File: config.mk
export PLATFORM = sky130hd
export DESIGN_NAME = timer_io_wrap
export DESIGN_NICKNAME = d
export VERILOG_FILES = /design/src/rtl/timer_pkg.sv /design/src/rtl/timer_prescaler.sv /design/src/rtl/timer_io_wrap.sv
export SDC_FILE = /design/constraint.sdc
export NUM_CORES = 1
export LEC_CHECK = 0
export CAP_MARGIN = 15
export CELL_PAD_IN_SITES_DETAIL_PLACEMENT = 1
export CELL_PAD_IN_SITES_GLOBAL_PLACEMENT = 1
export CORE_MARGIN = 3
export CORE_UTILIZATION = 45
export CTS_BUF_LIST = sky130_fd_sc_hd__clkbuf_8
export CTS_CLUSTER_SIZE = 28
export DETAILED_ROUTE_END_ITERATION = 7
export PLACE_DENSITY_LB_ADDON = 0.05
export REMOVE_ABC_BUFFERS = 1
export SYNTH_ARGS = -nofsm -noshare
export SYNTH_HDL_FRONTEND = slang
export SYNTH_SLANG_ARGS = --single-unit
File: constraint.sdc
create_clock -name clk -period 5.2 [get_ports clk]
set_input_delay 1.04 -clock clk [delete_from_list [all_inputs] [get_ports clk]]
set_output_delay 1.04 -clock clk [all_outputs]
set_load 0.1 [all_outputs]
File: src/rtl/timer_pkg.sv
// Shared constants and types for the IO-bus interval timer.
package timer_pkg;

    localparam logic [2:0] OFF_CTRL     = 3'd0;
    localparam logic [2:0] OFF_RELOAD   = 3'd1;
    localparam logic [2:0] OFF_COUNT    = 3'd2;
    localparam logic [2:0] OFF_STATUS   = 3'd3;
    localparam logic [2:0] OFF_PRESCALE = 3'd4;

    localparam int CTRL_EN     = 0;
    localparam int CTRL_AUTO   = 1;
    localparam int CTRL_IE     = 2;
    localparam int STATUS_PEND = 0;

    typedef enum logic {
        STOPPED = 1'b0,
        RUNNING = 1'b1
    } state_t;

endpackage

File: src/rtl/timer_prescaler.sv
// Clock divider: one-cycle tick every divisor+1 clocks while enabled.
// Latency: tick is combinational from the registered phase counter; no backpressure.
// Counter is held at 0 while disabled and restarts from 0 on clr.
module timer_prescaler (
    input  logic        clk,
    input  logic        reset,
    input  logic        en,
    input  logic        clr,
    input  logic [15:0] divisor,
    output logic        tick
);

    logic [15:0] r_pcnt;

    assign tick = en && (r_pcnt == divisor);

    always_ff @(posedge clk) begin
        if (reset) begin
            r_pcnt <= '0;
        end else if (clr || !en || tick) begin
            r_pcnt <= '0;
        end else begin
            r_pcnt <= r_pcnt + 16'd1;
        end
    end

endmodule

File: src/rtl/timer_io_wrap.sv
// Programmable interval timer on the 8-bit IO bus; periodic or one-shot level interrupt.
// Latency: reads return 1 cycle after i_IO_re (0 otherwise); o_intr follows PEND&IE by 1 cycle.
// No backpressure: every strobe is accepted in its cycle.
module timer_io_wrap
    import timer_pkg::*;
#(
    parameter logic [7:0]  BASE_ADDR    = 8'h20,
    parameter logic [15:0] PRESCALE_RST = 16'd49
) (
    input  logic        clk,
    input  logic        reset,
    input  logic        i_IO_re,
    input  logic        i_IO_we,
    input  logic [7:0]  i_IO_addr,
    input  logic [15:0] i_IO_data,
    output logic [15:0] o_IO_data,
    output logic        o_intr
);

    state_t      r_state;
    logic        r_auto;
    logic        r_ie;
    logic        r_pend;
    logic [15:0] r_reload;
    logic [15:0] r_count;
    logic [15:0] r_prescale;
    logic [15:0] r_rdata;
    logic        r_intr;

    logic [7:0]  w_off;
    logic        w_hit;
    logic        w_wr_ctrl;
    logic        w_wr_reload;
    logic        w_wr_count;
    logic        w_wr_status;
    logic        w_wr_prescale;
    logic        w_tick;
    logic        w_expire;
    state_t      w_state_nxt;
    logic [15:0] w_count_nxt;
    logic [15:0] w_rd_val;

    // Unsigned offset compare also rejects addresses below BASE_ADDR (they wrap high).
    assign w_off = i_IO_addr - BASE_ADDR;
    assign w_hit = (w_off <= 8'd4);

    assign w_wr_ctrl     = i_IO_we && w_hit && (w_off[2:0] == OFF_CTRL);
    assign w_wr_reload   = i_IO_we && w_hit && (w_off[2:0] == OFF_RELOAD);
    assign w_wr_count    = i_IO_we && w_hit && (w_off[2:0] == OFF_COUNT);
    assign w_wr_status   = i_IO_we && w_hit && (w_off[2:0] == OFF_STATUS);
    assign w_wr_prescale = i_IO_we && w_hit && (w_off[2:0] == OFF_PRESCALE);

    timer_prescaler u_prescaler (
        .clk     (clk),
        .reset   (reset),
        .en      (r_state == RUNNING),
        .clr     (w_wr_ctrl || w_wr_prescale),
        .divisor (r_prescale),
        .tick    (w_tick)
    );

    always_comb begin
        w_state_nxt = r_state;
        w_count_nxt = r_count;
        w_expire    = 1'b0;
        case (r_state)
            STOPPED: ;
            RUNNING: begin
                // A COUNT write in the same cycle overrides the tick entirely.
                if (w_tick && !w_wr_count) begin
                    if (r_count > 16'd1) begin
                        w_count_nxt = r_count - 16'd1;
                    end else if (r_count == 16'd1) begin
                        w_expire = 1'b1;
                        if (r_auto) begin
                            w_count_nxt = r_reload;
                        end else begin
                            w_count_nxt = '0;
                            w_state_nxt = STOPPED;
                        end
                    end else begin
                        w_state_nxt = STOPPED;
                    end
                end
            end
            default: w_state_nxt = STOPPED;
        endcase
        if (w_wr_count) begin
            w_count_nxt = i_IO_data;
        end
        if (w_wr_ctrl) begin
            w_state_nxt = i_IO_data[CTRL_EN] ? RUNNING : STOPPED;
        end
    end

    always_comb begin
        w_rd_val = '0;
        case (w_off[2:0])
            OFF_CTRL:     w_rd_val = {13'd0, r_ie, r_auto, r_state == RUNNING};
            OFF_RELOAD:   w_rd_val = r_reload;
            OFF_COUNT:    w_rd_val = r_count;
            OFF_STATUS:   w_rd_val = {15'd0, r_pend};
            OFF_PRESCALE: w_rd_val = r_prescale;
            default:      w_rd_val = '0;
        endcase
    end

    always_ff @(posedge clk) begin
        if (reset) begin
            r_state    <= STOPPED;
            r_auto     <= 1'b0;
            r_ie       <= 1'b0;
            r_pend     <= 1'b0;
            r_reload   <= '0;
            r_count    <= '0;
            r_prescale <= PRESCALE_RST;
            r_rdata    <= '0;
            r_intr     <= 1'b0;
        end else begin
            r_state <= w_state_nxt;
            r_count <= w_count_nxt;
            if (w_wr_ctrl) begin
                r_auto <= i_IO_data[CTRL_AUTO];
                r_ie   <= i_IO_data[CTRL_IE];
            end
            if (w_wr_reload) begin
                r_reload <= i_IO_data;
            end
            if (w_wr_prescale) begin
                r_prescale <= i_IO_data;
            end
            // Expiry beats a simultaneous clear.
            r_pend  <= w_expire || (r_pend && !(w_wr_status && i_IO_data[STATUS_PEND]));
            r_rdata <= (i_IO_re && w_hit) ? w_rd_val : 16'd0;
            r_intr  <= r_pend && r_ie;
        end
    end

    assign o_IO_data = r_rdata;
    assign o_intr    = r_intr;

endmodule

After elaboration in Yosys (flattened, before gate mapping)
Cells that the tools add are included.
{"block": "word_totals", "regBits": 85, "inputBits": 28, "out_inout_bits": 17, "wordCells": 66}
{"block": "op_classes", "addsub": 3, "order_cmp": 2, "eq_ne": 6, "muxes": 18, "n_bitwise": 1, "reduce_logical": 26}
{"operator": "$mux 16", "n": 6}
{"operator": "$pmux 16 s5", "n": 1}
{"operator": "$add 16x1->16 const B", "n": 1}
{"operator": "$eq 16x1->1 const B", "n": 1}
{"operator": "$eq 16x16->1", "n": 1}
{"operator": "$gt 16x1->1 const B", "n": 1}
{"operator": "$sub 16x1->16 const B", "n": 1}
{"operator": "$logic_and 1x1->1", "n": 12}
{"operator": "$mux 1", "n": 11}
{"operator": "$le 8x3->1 const B", "n": 1}
{"operator": "$sub 8x6->8 const B", "n": 1}
{"operator": "$eq 3x2->1 const B", "n": 2}
{"operator": "$logic_or 1x1->1", "n": 4}
{"operator": "$reduce_bool 2->1", "n": 2}
{"operator": "$reduce_or 2->1", "n": 2}
{"operator": "$eq 3x1->1 const B", "n": 1}
{"operator": "$eq 3x3->1 const B", "n": 1}
{"operator": "$logic_not 1->1", "n": 3}
{"operator": "$logic_not 3->1", "n": 1}
{"operator": "$reduce_and 3->1", "n": 1}
{"operator": "$reduce_bool 3->1", "n": 1}
{"operator": "$not 1->1", "n": 1}

Logic depth before layout (Yosys ltp)
Gate-level depths: netlist of the first run.
{"block": "logic_depth", "word_depth": 9, "ltp_mapped": 9, "mapped_depth_nobuf": 8}

Modules after synthesis
Synthesis of the first run repeated with hierarchy kept, for this count alone.
{"block": "hier_totals", "hier_cells": 525, "hier_area_um2": 4444.3}
{"module": "timer_io_wrap", "n_inst": 1, "cells_per_inst": 425, "area_per_inst_um2": 3573.4, "seq_area_each_um2": 1381.3}
{"module": "timer_prescaler", "n_inst": 1, "cells_per_inst": 100, "area_per_inst_um2": 870.8, "seq_area_each_um2": 320.3}

Least setup slack after synthesis of the first run
No wires, ideal clock.
{"block": "synth_timing", "kind": "input to register", "from": "input port i_IO_addr[5]", "to": "register r_count[14]", "setup_ns": 0.145, "arrival_ns": 2.882, "t_required_ns": 5.055, "slack_ns": 2.173, "cell_stages": 9, "path_buffers": 2, "path_cell_list": "inv_1 -> ha_1 -> and4bb_2 -> nand3_1 -> or4b_2 -> clkbuf_1 -> buf_1 -> nor2_1 -> a311oi_2"}
{"block": "synth_between", "elab_chain_cells": 8}
{"element": "start: declaration", "line_no": "timer_io_wrap.sv:14", "source": "input logic [7:0] i_IO_addr,"}
{"element": "$sub 8x6->8 (*)", "line_no": "timer_io_wrap.sv:44", "source": "assign w_off = i_IO_addr - BASE_ADDR;"}
{"element": "$le 8x3->1 (*)", "line_no": "timer_io_wrap.sv:45", "source": "assign w_hit = (w_off <= 8'd4);"}
{"element": "$logic_and 1x1->1 (*) (2 in a row)", "line_no": "timer_io_wrap.sv:49", "source": "assign w_wr_count = i_IO_we && w_hit && (w_off[2:0] == OFF_COUNT);"}
{"element": "$logic_not 1->1", "line_no": "timer_io_wrap.sv:70", "source": "if (w_tick && !w_wr_count) begin"}
{"element": "$logic_and 1x1->1", "line_no": "timer_io_wrap.sv:70"}
{"element": "$reduce_bool 2->1 (no line)"}
{"element": "$reduce_and 3->1 (no line)"}
{"element": "end signal: assignment", "line_no": "timer_io_wrap.sv:121", "source": "r_count <= w_count_nxt;"}
{"element": "end: declaration", "line_no": "timer_io_wrap.sv:25", "source": "logic [15:0] r_count;"}
Mark *: on every way between the ends. The rest lies on a longest branch, timed or not.
A chain may end at the register's enable or synchronous reset.

Worst setup path after layout of the first run
{"block": "layout_timing", "from": "input port i_IO_addr[5]", "to": "register r_prescale[4]"}
{"block": "layout_between", "elab_chain_cells": 4}
{"element": "$sub 8x6->8", "line_no": "timer_io_wrap.sv:44"}
{"element": "$le 8x3->1", "line_no": "timer_io_wrap.sv:45"}
{"element": "$logic_and 1x1->1 (2 in a row)", "line_no": "timer_io_wrap.sv:51", "source": "assign w_wr_prescale = i_IO_we && w_hit && (w_off[2:0] == OFF_PRESCALE);"}
{"element": "end signal: assignment", "line_no": "timer_io_wrap.sv:130", "source": "r_prescale <= i_IO_data;"}
{"element": "end: declaration", "line_no": "timer_io_wrap.sv:26", "source": "logic [15:0] r_prescale;"}
Every way passes these cells.

==> impl_metrics.tcl, run 1 <==
set metrics [dict create \
    layout_min_cycle_time_ns 3.50 \
    count_of_unique_library_cells_instantiated_by_yosys 57 \
    final_layout_size_suffix_gt1_frac 0.0665 \
    timing_worst_setup_path_type "primary input to register" \
    dpl_hpwl_um 8980 \
    routed_wl_um 12300 \
    power.static_leakage_nw 2.10 \
    timing.critical_path.to_type "register" \
    crit_required_ns 5.46 \
    number_of_flops_mapped_to_enable_cells_by_yosys 0 \
    fin_total_pwr_mw 1.26 \
    globalRouteTotalUtil 0.230 \
    drv_slew 0 \
    clock_insertion_delay_worst_skew_ns 0.37 \
    postLayoutCoreUtil 0.540 \
    cts_root_buffer "clkbuf_8" \
    number_of_buffers_created_by_cts 9 \
    async_reset_ff_frac 0 \
    io_pins 45 \
    core_sq_um 9280 \
    antenna_cells 0 \
    cp.arrival_ns 3.75 \
    finalSetupViolations 0 \
    finalWeightedCongestion 0.803 \
    cts.reportedPaths.clkPinSlew_ns 0.09 \
    post_synth_main_area_contributors "dfxtp_1 (39%), nor2_1 (9.7%), mux2i_1 (8.1%)" \
    drtPass1Iterations 4 \
    post_drt_via_cell_ratio 5.59 \
    fp.dieW_um 104 \
    slew_headroom 0.269 \
    detail_route.drc_violations 0 \
    postSynthAreaPerCell_sq_um 8.42 \
    ys.warnings.count 0 \
    cts_hold_buf 0 \
    maxCapViolCount 0 \
    grt_start_max_net_pins 58 \
    ys_dominant_reg_cell "dfxtp_1" \
    clock-skew-final_ns 0.0117 \
    place_inst 654 \
    grt_first_pass_wirelength_um 20200 \
    run_status "finished clean" \
    layoutNonFillerInstCount 670 \
    route.antenna.remaining_nets 0 \
    start_util 0.464 \
    flip_flop_and_latch_count_after_synthesis 85 \
    finalHoldViolations 0 \
    cts_post_setup_buffers_inserted 0 \
    post_synth_instance_area_sq_um 4310 \
    via_count 3743 \
    post_cts_sizing_count 0 \
    worst_slew_pin_slew_ns 1.09 \
    clock_path_buffers 2 \
    overflow 0 \
    power_density_nw_per_um2 252 \
    power.ir.vdd_worst_mv 0.118 \
    first_global_vias 3843 \
    final_min_period_over_clock_period 0.672 \
    post_synth_inst_count 512 \
    cts_num_sinks 85 \
    number_of_nets_at_the_end_of_the_flow 568 \
    setup.worst_path.start_class "primary input" \
    tritoncts_clock_tree "done" \
    cts-htree-levels 3 \
    synthDominantCellAreaShare 0.395 \
    grt_setup_unrepaired "no" \
    area_growth_syn_to_layout_pct 16.4 \
    wire_per_inst_um 18.3 \
    chipHeight_um 104 \
    timing.setup.tns_ns 0 \
    floorplan.die_area_sq_um 10800 \
    row_count 35 \
    worstPathMaxFanout 16 \
    maxClockFrequency_mhz 286 \
    first_iter_violations 217 \
    place.port_buffers 44 \
    yosysTopAreaCell "dfxtp_1" \
    grt_antenna_before_repair 0 \
    min_path_type "register to register" \
    synth_sequential_area_ratio 0.395 \
]
synthesized netlist by cell type, types with 2 or more instances:
library cell	number
o32a_1	2
ha_1	4
mux2i_1	35
nand3b_1	2
clkbuf_1	24
and3_1	19
nor2_1	111
or4_1	2
nand2b_1	3
buf_1	2
xor2_1	29
nand3_1	15
o211ai_1	5
a22oi_1	16
a31o_2	3
a311oi_1	8
a21oi_1	20
a211o_1	3
nor4_1	6
or4b_2	2
nor3b_1	3
buf_2	5
nor2b_1	5
nand4_1	5
dfxtp_1	85
o21ai_0	12
nor3_1	5
xnor2_1	14
nand2_1	31
inv_1	7
a211oi_1	3
critical path, stage by stage:
cell             delay (ns)
clkdlybuf4s50_1        0.47
inv_1                  0.05
ha_1                   0.26
and4bb_2               0.26
nand3_1                0.18
nor3_1                 0.43
nand2_1                0.59
a211o_1                0.46
per-stage QoR:
step                area [sq um]  worst slack (ns)  hold WS [ns]
floorplan                   4160              2.17         0.419
global placement            4790              1.43         0.438
detailed placement          4790              1.37         0.439
CTS                         5010              1.75         0.462
global route                5010              1.47         0.517
finish                      5010              1.70         0.461
sequential cells by signal, summed over array words and instances (netlist names):
signal              cells
o_IO_data              16
o_intr                  1
r_auto                  1
r_count                16
r_ie                    1
r_pend                  1
r_prescale             16
r_reload               16
r_state                 1
u_prescaler.r_pcnt     16
layout by cell type, fill, tap and decap left out, drive strengths merged, types with 2 or more instances in the layout:
master | synthesis | routed
a211o | 3 | 3
a211oi | 4 | 4
a21oi | 20 | 20
a22oi | 16 | 16
a311oi | 9 | 9
a31o | 3 | 3
and3 | 19 | 19
buf | 9 | 4
bufinv | 0 | 2
clkbuf | 25 | 9
clkdlybuf4s50 | 0 | 43
clkinv | 0 | 2
dfxtp | 85 | 85
ha | 4 | 4
inv | 7 | 10
mux2i | 35 | 35
nand2 | 31 | 31
nand2b | 3 | 3
nand3 | 15 | 15
nand3b | 2 | 2
nand4 | 5 | 5
nor2 | 111 | 111
nor2b | 5 | 5
nor3 | 7 | 7
nor3b | 3 | 3
nor4 | 7 | 7
nor4b | 2 | 2
o211ai | 5 | 5
o21ai | 13 | 13
o32a | 2 | 2
or4 | 3 | 3
or4b | 2 | 2
xnor2 | 14 | 14
xor2 | 29 | 29
power breakdown:
part / total, mW / switching (mW) / leakage [nW] / internal [mW]
sequential: 0.652 / 0.000997 / 0.684 / 0.651
combinational: 0.0721 / 0.0422 / 1.30 / 0.0300
clock: 0.540 / 0.263 / 0.115 / 0.277
total: 1.26 / 0.306 / 2.10 / 0.958
cell families (layout without fill, tap and decap cells):
kind of cell             count (synthesis)  in the layout  synth area share
AND/OR/NAND/NOR                        221            221             0.250
flip-flops                              85             85             0.395
AO/OA/AOI/OAI                           83             83             0.135
XOR/XNOR                                43             43            0.0874
buffers and inverters                   41             70            0.0401
multiplexers                            35             35            0.0813
adder cells (fa/ha/maj)                  4              4            0.0116
cell type report:
type                       instances  area, sq um
fill                            1111         4270
multi-input combinational        386         2440
sequential                        85         1700
timing repair buffer              47          458
tap                              129          161
clock buffer                       9          124
clock inverter                     7          104
inverter                           7         26.3
final timing paths:
path	start	cells after the start	slack [ns]	end
setup / recovery	i_IO_addr[5]	8	1.70	r_prescale[4]
hold / removal	r_pend	2	0.46	o_intr
setup reg to reg	r_count[2]	6	2.08	r_count[9]
hold reg to reg	r_pend	2	0.46	o_intr
metal layers:
metal,track usage,part of all wire,wire [um]
met1,0.341,0.50,6120
met2,0.359,0.45,5530
met3,0.0230,0.040,497
met4,0.0608,0.011,129
met5,0,0,0
(Power assumes the default switching activity.)
==> run 2, diff against run 1 <==
--- a/config.mk
+++ b/config.mk
@@ -9,7 +9,7 @@
 export CELL_PAD_IN_SITES_DETAIL_PLACEMENT = 1
 export CELL_PAD_IN_SITES_GLOBAL_PLACEMENT = 1
 export CORE_MARGIN = 3
-export CORE_UTILIZATION = 45
+export CORE_UTILIZATION = 44
 export CTS_BUF_LIST = sky130_fd_sc_hd__clkbuf_8
 export CTS_CLUSTER_SIZE = 28
 export DETAILED_ROUTE_END_ITERATION = 7
==> constraint.sdc (replaced) <==
create_clock -name clk -period 3.4 [get_ports clk]
set_input_delay 0.68 -clock clk [delete_from_list [all_inputs] [get_ports clk]]
set_output_delay 0.68 -clock clk [all_outputs]
set_load 0.1 [all_outputs]
==> impl_metrics.tcl, run 2 (synthesized netlist as in run 1, its figures left out) <==
set metrics [dict create \
    power.ir.vdd_worst_mv 0.196 \
    cts-htree-levels 3 \
    cpMaxStageDelayCell "or4_1" \
    timing_worst_setup_path_type "primary input to register" \
    slew_headroom 0.352 \
    post_drt_via_cell_ratio 5.76 \
    finalHoldViolations 0 \
    finalSetupViolations 0 \
    io_pins 45 \
    first_global_vias 3892 \
    setup.worst_path.start_class "primary input" \
    postLayoutCoreUtil 0.545 \
    overflow 0 \
    maxClockFrequency_mhz 347 \
    layout_common_cells "nor2_1 (111), dfxtp_1 (85), clkdlybuf4s50_1 (43)" \
    cts.reportedPaths.clkPinSlew_ns 0.09 \
    via_count 3925 \
    cp.arrival_ns 3.12 \
    clock_path_buffers 2 \
    most_common_cell_after_layout_fill_and_taps_aside "nor2_1" \
    number_of_buffers_created_by_cts 9 \
    floorplan.die_area_sq_um 11000 \
    layoutNonFillerInstCount 682 \
    start_util 0.460 \
    drtPass1Iterations 5 \
    number_of_nets_at_the_end_of_the_flow 580 \
    fp.dieW_um 105 \
    post_cts_sizing_count 0 \
    grt_antenna_before_repair 0 \
    row_count 35 \
    finalWeightedCongestion 0.810 \
    grt_start_max_net_pins 39 \
    wire_per_inst_um 19.1 \
    core_sq_um 9370 \
    cpPeakStageDelay_ns 0.56 \
    layout_min_cycle_time_ns 2.88 \
    timing.critical_path.to_type "register" \
    met2_wirelength_um 5960 \
    cts_hold_buf 0 \
    final_layout_size_suffix_gt1_frac 0.0832 \
    cts_post_setup_buffers_inserted 0 \
    first_iter_violations 198 \
    fin_total_pwr_mw 1.96 \
    cts_num_sinks 85 \
    route.antenna.remaining_nets 0 \
    power.static_leakage_nw 2.16 \
    chipHeight_um 105 \
    routed_wl_um 13000 \
    dpl_hpwl_um 9290 \
    multi_input_area_sq_um 2430 \
    crit_required_ns 3.63 \
    final_min_period_over_clock_period 0.848 \
    path_buf_inv 3 \
    drt-met1-wl_um 6020 \
    place_inst 665 \
    routed-wl-met3_um 852 \
    area_growth_syn_to_layout_pct 18.5 \
    clock_insertion_delay_worst_skew_ns 0.37 \
    grt_setup_unrepaired "no" \
    worst_slew_pin_slew_ns 0.968 \
    hold_ws_ns 0.456 \
    timing.setup.tns_ns 0 \
    grt_first_pass_wirelength_um 21000 \
    drv_slew 0 \
    cells_traversed_along_the_worst_timing_path "clkdlybuf4s50_1 > inv_1 > ha_1 > and4bb_2 > nand3_1 > buf_4 > nor3_1 > or4_1 > nor2_1" \
    worstPathMaxFanout 16 \
    cts_root_buffer "clkbuf_8" \
    antenna_cells 0 \
    run_status "finished clean" \
    min_path_type "register to register" \
    globalRouteTotalUtil 0.241 \
    maxCapViolCount 0 \
    power_density_nw_per_um2 384 \
    tritoncts_clock_tree "done" \
    detail_route.drc_violations 0 \
    place.port_buffers 44 \
    seq_area_sq_um 1700 \
    nFillCells 1150 \
    critPathTopFamily "simple AND/OR/NAND/NOR gates" \
    highest-signal-layer "met4" \
    clock-skew-final_ns 0.0141 \
]
==> run 2: cell types whose count changed in the layout (fill, tap and decap cells not counted), sizes merged <==
cell / previous run / this run
buf: 4 / 16
clkbuf: 9 / 11
clkinv: 2 / 0
==> run 2: report_power, final <==
group          leakage [nW]  total [mW]  switching (mW)  internal [mW]
sequential            0.684       0.997         0.00158          0.996
clock                 0.122       0.844           0.387          0.457
combinational          1.36       0.117          0.0675         0.0491
==> run 2: area by class of cell <==
type,instances,share of cell area
Clock inverter,5,0.0159
Inverter,7,0.00515
Clock buffer,11,0.0297
Multi-Input combinational cell,386,0.477
Timing Repair Buffer,59,0.107
Sequential cell,85,0.333
Tap cell,129,0.0316
==> run 2: metal layers <==
metal,global-route usage,vias to the layer above
li1,-,1864
met1,0.342,1928
met2,0.373,119
met3,0.0500,14
met4,0.0609,0
met5,0,-
==> run 2: per-stage QoR <==
stage	instance area (sq um)	setup WS (ns)
3_5_place_dp	4860	0.201
3_3_place_gp	4860	0.279
5_1_grt	5100	0.355
2_1_floorplan	4160	0.734
4_1_cts	5100	0.573
6_report	5100	0.515
==> run 2: worst register-to-register path, stage by stage, from the launching register on <==
cell,delay (ns)
dfxtp_1,0.40
or4_4,0.58
or2_4,0.27
nor3_4,0.37
buf_4,0.26
and3_1,0.17
o21ai_0,0.09
a311oi_1,0.34
==> run 2: path summary, 6_finish.rpt <==
check | startpoint | end | slack [ns] | cells after the start
min reg2reg | r_pend | o_intr | 0.46 | 2
min | r_pend | o_intr | 0.46 | 2
max | i_IO_addr[5] | u_prescaler.r_pcnt[6] | 0.52 | 9
max reg2reg | r_count[11] | r_count[11] | 0.81 | 7
==> run 3, diff against run 2 <==
==> constraint.sdc (replaced) <==
create_clock -name clk -period 3 [get_ports clk]
set_input_delay 0.6 -clock clk [delete_from_list [all_inputs] [get_ports clk]]
set_output_delay 0.6 -clock clk [all_outputs]
set_load 0.1 [all_outputs]
==> impl_metrics.tcl, run 3 (synthesized netlist as in run 1, its figures left out) <==
set metrics [dict create \
    grt_start_max_net_pins 37 \
    timing.critical_path.to_type "register" \
    io_pins 45 \
    routed_wl_um 12400 \
    cts.reportedPaths.clkPinSlew_ns 0.09 \
    grt_first_pass_wirelength_um 20400 \
    cp.arrival_ns 2.91 \
    via_count 3826 \
    cells_traversed_along_the_worst_timing_path "clkdlybuf4s50_1 > inv_1 > ha_1 > and4bb_2 > nand3_1 > or4b_2 > buf_12 > o211ai_1 > o211ai_1 > a21oi_1" \
    chipHeight_um 105 \
    worst_slew_pin_slew_ns 1.06 \
    cts_num_sinks 85 \
    wire_per_inst_um 17.9 \
    grt_setup_unrepaired "no" \
    number_of_buffers_created_by_cts 9 \
    highest-signal-layer "met4" \
    drtPass1Iterations 4 \
    timing_worst_setup_path_type "primary input to register" \
    tritoncts_clock_tree "done" \
    run_status "finished clean" \
    start_util 0.460 \
    critPathTopFamily "simple AND/OR/NAND/NOR gates" \
    crit_required_ns 3.28 \
    power_density_nw_per_um2 420 \
    layout_common_cells "nor2_1 (111), dfxtp_1 (85), buf_4 (40)" \
    path_common_cell "o211ai_1" \
    detailedPlace.worstSlack_ns 0.0252 \
    route.antenna.remaining_nets 0 \
    floorplan.die_area_sq_um 11000 \
    timing.final.ws_setup_ns 0.372 \
    cts_hold_buf 0 \
    post_dp_cell_area_sq_um 4930 \
    fp.dieW_um 105 \
    post_cts_sizing_count 0 \
    maxCapViolCount 0 \
    routed-wl-met3_um 525 \
    grt_antenna_before_repair 0 \
    finalSetupViolations 0 \
    final_design_area_no_fill_sq_um 5140 \
    cpPeakStageDelay_ns 0.66 \
    slew_headroom 0.295 \
    final_min_period_over_clock_period 0.876 \
    post_drt_via_cell_ratio 5.54 \
    final_layout_size_suffix_gt1_frac 0.130 \
    cpMaxStageDelayCell "or4b_2" \
    most_common_cell_after_layout_fill_and_taps_aside "nor2_1" \
    antenna_cells 0 \
    row_count 35 \
    overflow 0 \
    first_global_vias 3886 \
    clock-skew-final_ns 0.00802 \
    worstPathMaxFanout 28 \
    finalWeightedCongestion 0.826 \
    core_sq_um 9370 \
    detail_route.drc_violations 0 \
    setup.worst_path.start_class "primary input" \
    timing.setup.tns_ns 0 \
    area_growth_syn_to_layout_pct 19.3 \
    layout_min_cycle_time_ns 2.63 \
    clock_path_buffers 2 \
    cts_post_setup_buffers_inserted 0 \
    min_path_type "register to register" \
    maxClockFrequency_mhz 381 \
    finalHoldViolations 0 \
    met2_wirelength_um 5650 \
    power.static_leakage_nw 2.25 \
    number_of_nets_at_the_end_of_the_flow 590 \
    drt-met1-wl_um 6120 \
    cts-htree-levels 3 \
    fin_total_pwr_mw 2.16 \
    path_buf_inv 3 \
    globalRouteTotalUtil 0.231 \
    clock_insertion_delay_worst_skew_ns 0.35 \
    dpl_hpwl_um 9370 \
    first_iter_violations 176 \
    power.ir.vdd_worst_mv 0.261 \
    place.port_buffers 44 \
    drv_slew 0 \
    cts_root_buffer "clkbuf_8" \
]
-- run 3: changes by cell type in the layout (fill, tap and decap cells not counted), sizes merged --
cell	change
buf	+27
clkbuf	-2
clkdlybuf4s50	-17
clkinv	+3
inv	-2
-- run 3: cell type report --
| class | instances | area [sq um] |
|---|---|---|
| Clock buffer | 9 | 124 |
| Inverter | 7 | 26.3 |
| Fill cell | 1175 | 4230 |
| Clock inverter | 6 | 87.6 |
| Sequential cell | 85 | 1700 |
| Tap cell | 129 | 161 |
| Multi-Input combinational cell | 386 | 2430 |
| Timing Repair Buffer | 69 | 606 |
-- run 3: per-layer routing --
layer | up-vias | GRT usage
li1 | 1870 | -
met1 | 1874 | 0.336
met2 | 74 | 0.361
met3 | 8 | 0.0371
met4 | 0 | 0.0469
met5 | - | 0
-- run 3: power by group --
group	switching (mW)	leakage, nW	total [mW]	internal (mW)
sequential	0.00168	0.684	1.13	1.13
combinational	0.0742	1.45	0.133	0.0590
clock	0.431	0.109	0.897	0.466
total	0.507	2.25	2.16	1.65
-- run 3: worst paths after layout --
check / start / to / slack (ns) / cells after the start
setup / recovery: i_IO_addr[5] / r_count[13] / 0.37 / 10
hold / removal: r_pend / o_intr / 0.46 / 2
setup reg to reg: r_count[2] / r_count[15] / 0.49 / 7
hold reg to reg: r_pend / o_intr / 0.46 / 2
-- run 3: through the flow --
step,instances,util,hold WS [ns]
after floorplan,478,-,0.419
after global placement,676,0.526,0.446
after global routing,691,0.549,0.477
after detailed placement,676,0.526,0.448
final,691,0.549,0.461
after CTS,691,0.549,0.460
-- run 3: tightest hold or removal path, delay by kind of cell, from the launching register on --
| family | cells | cell delay (ns) |
|---|---|---|
| flip-flops | 1 | 0.33 |
| AND/OR/NAND/NOR | 2 | 0.09 |
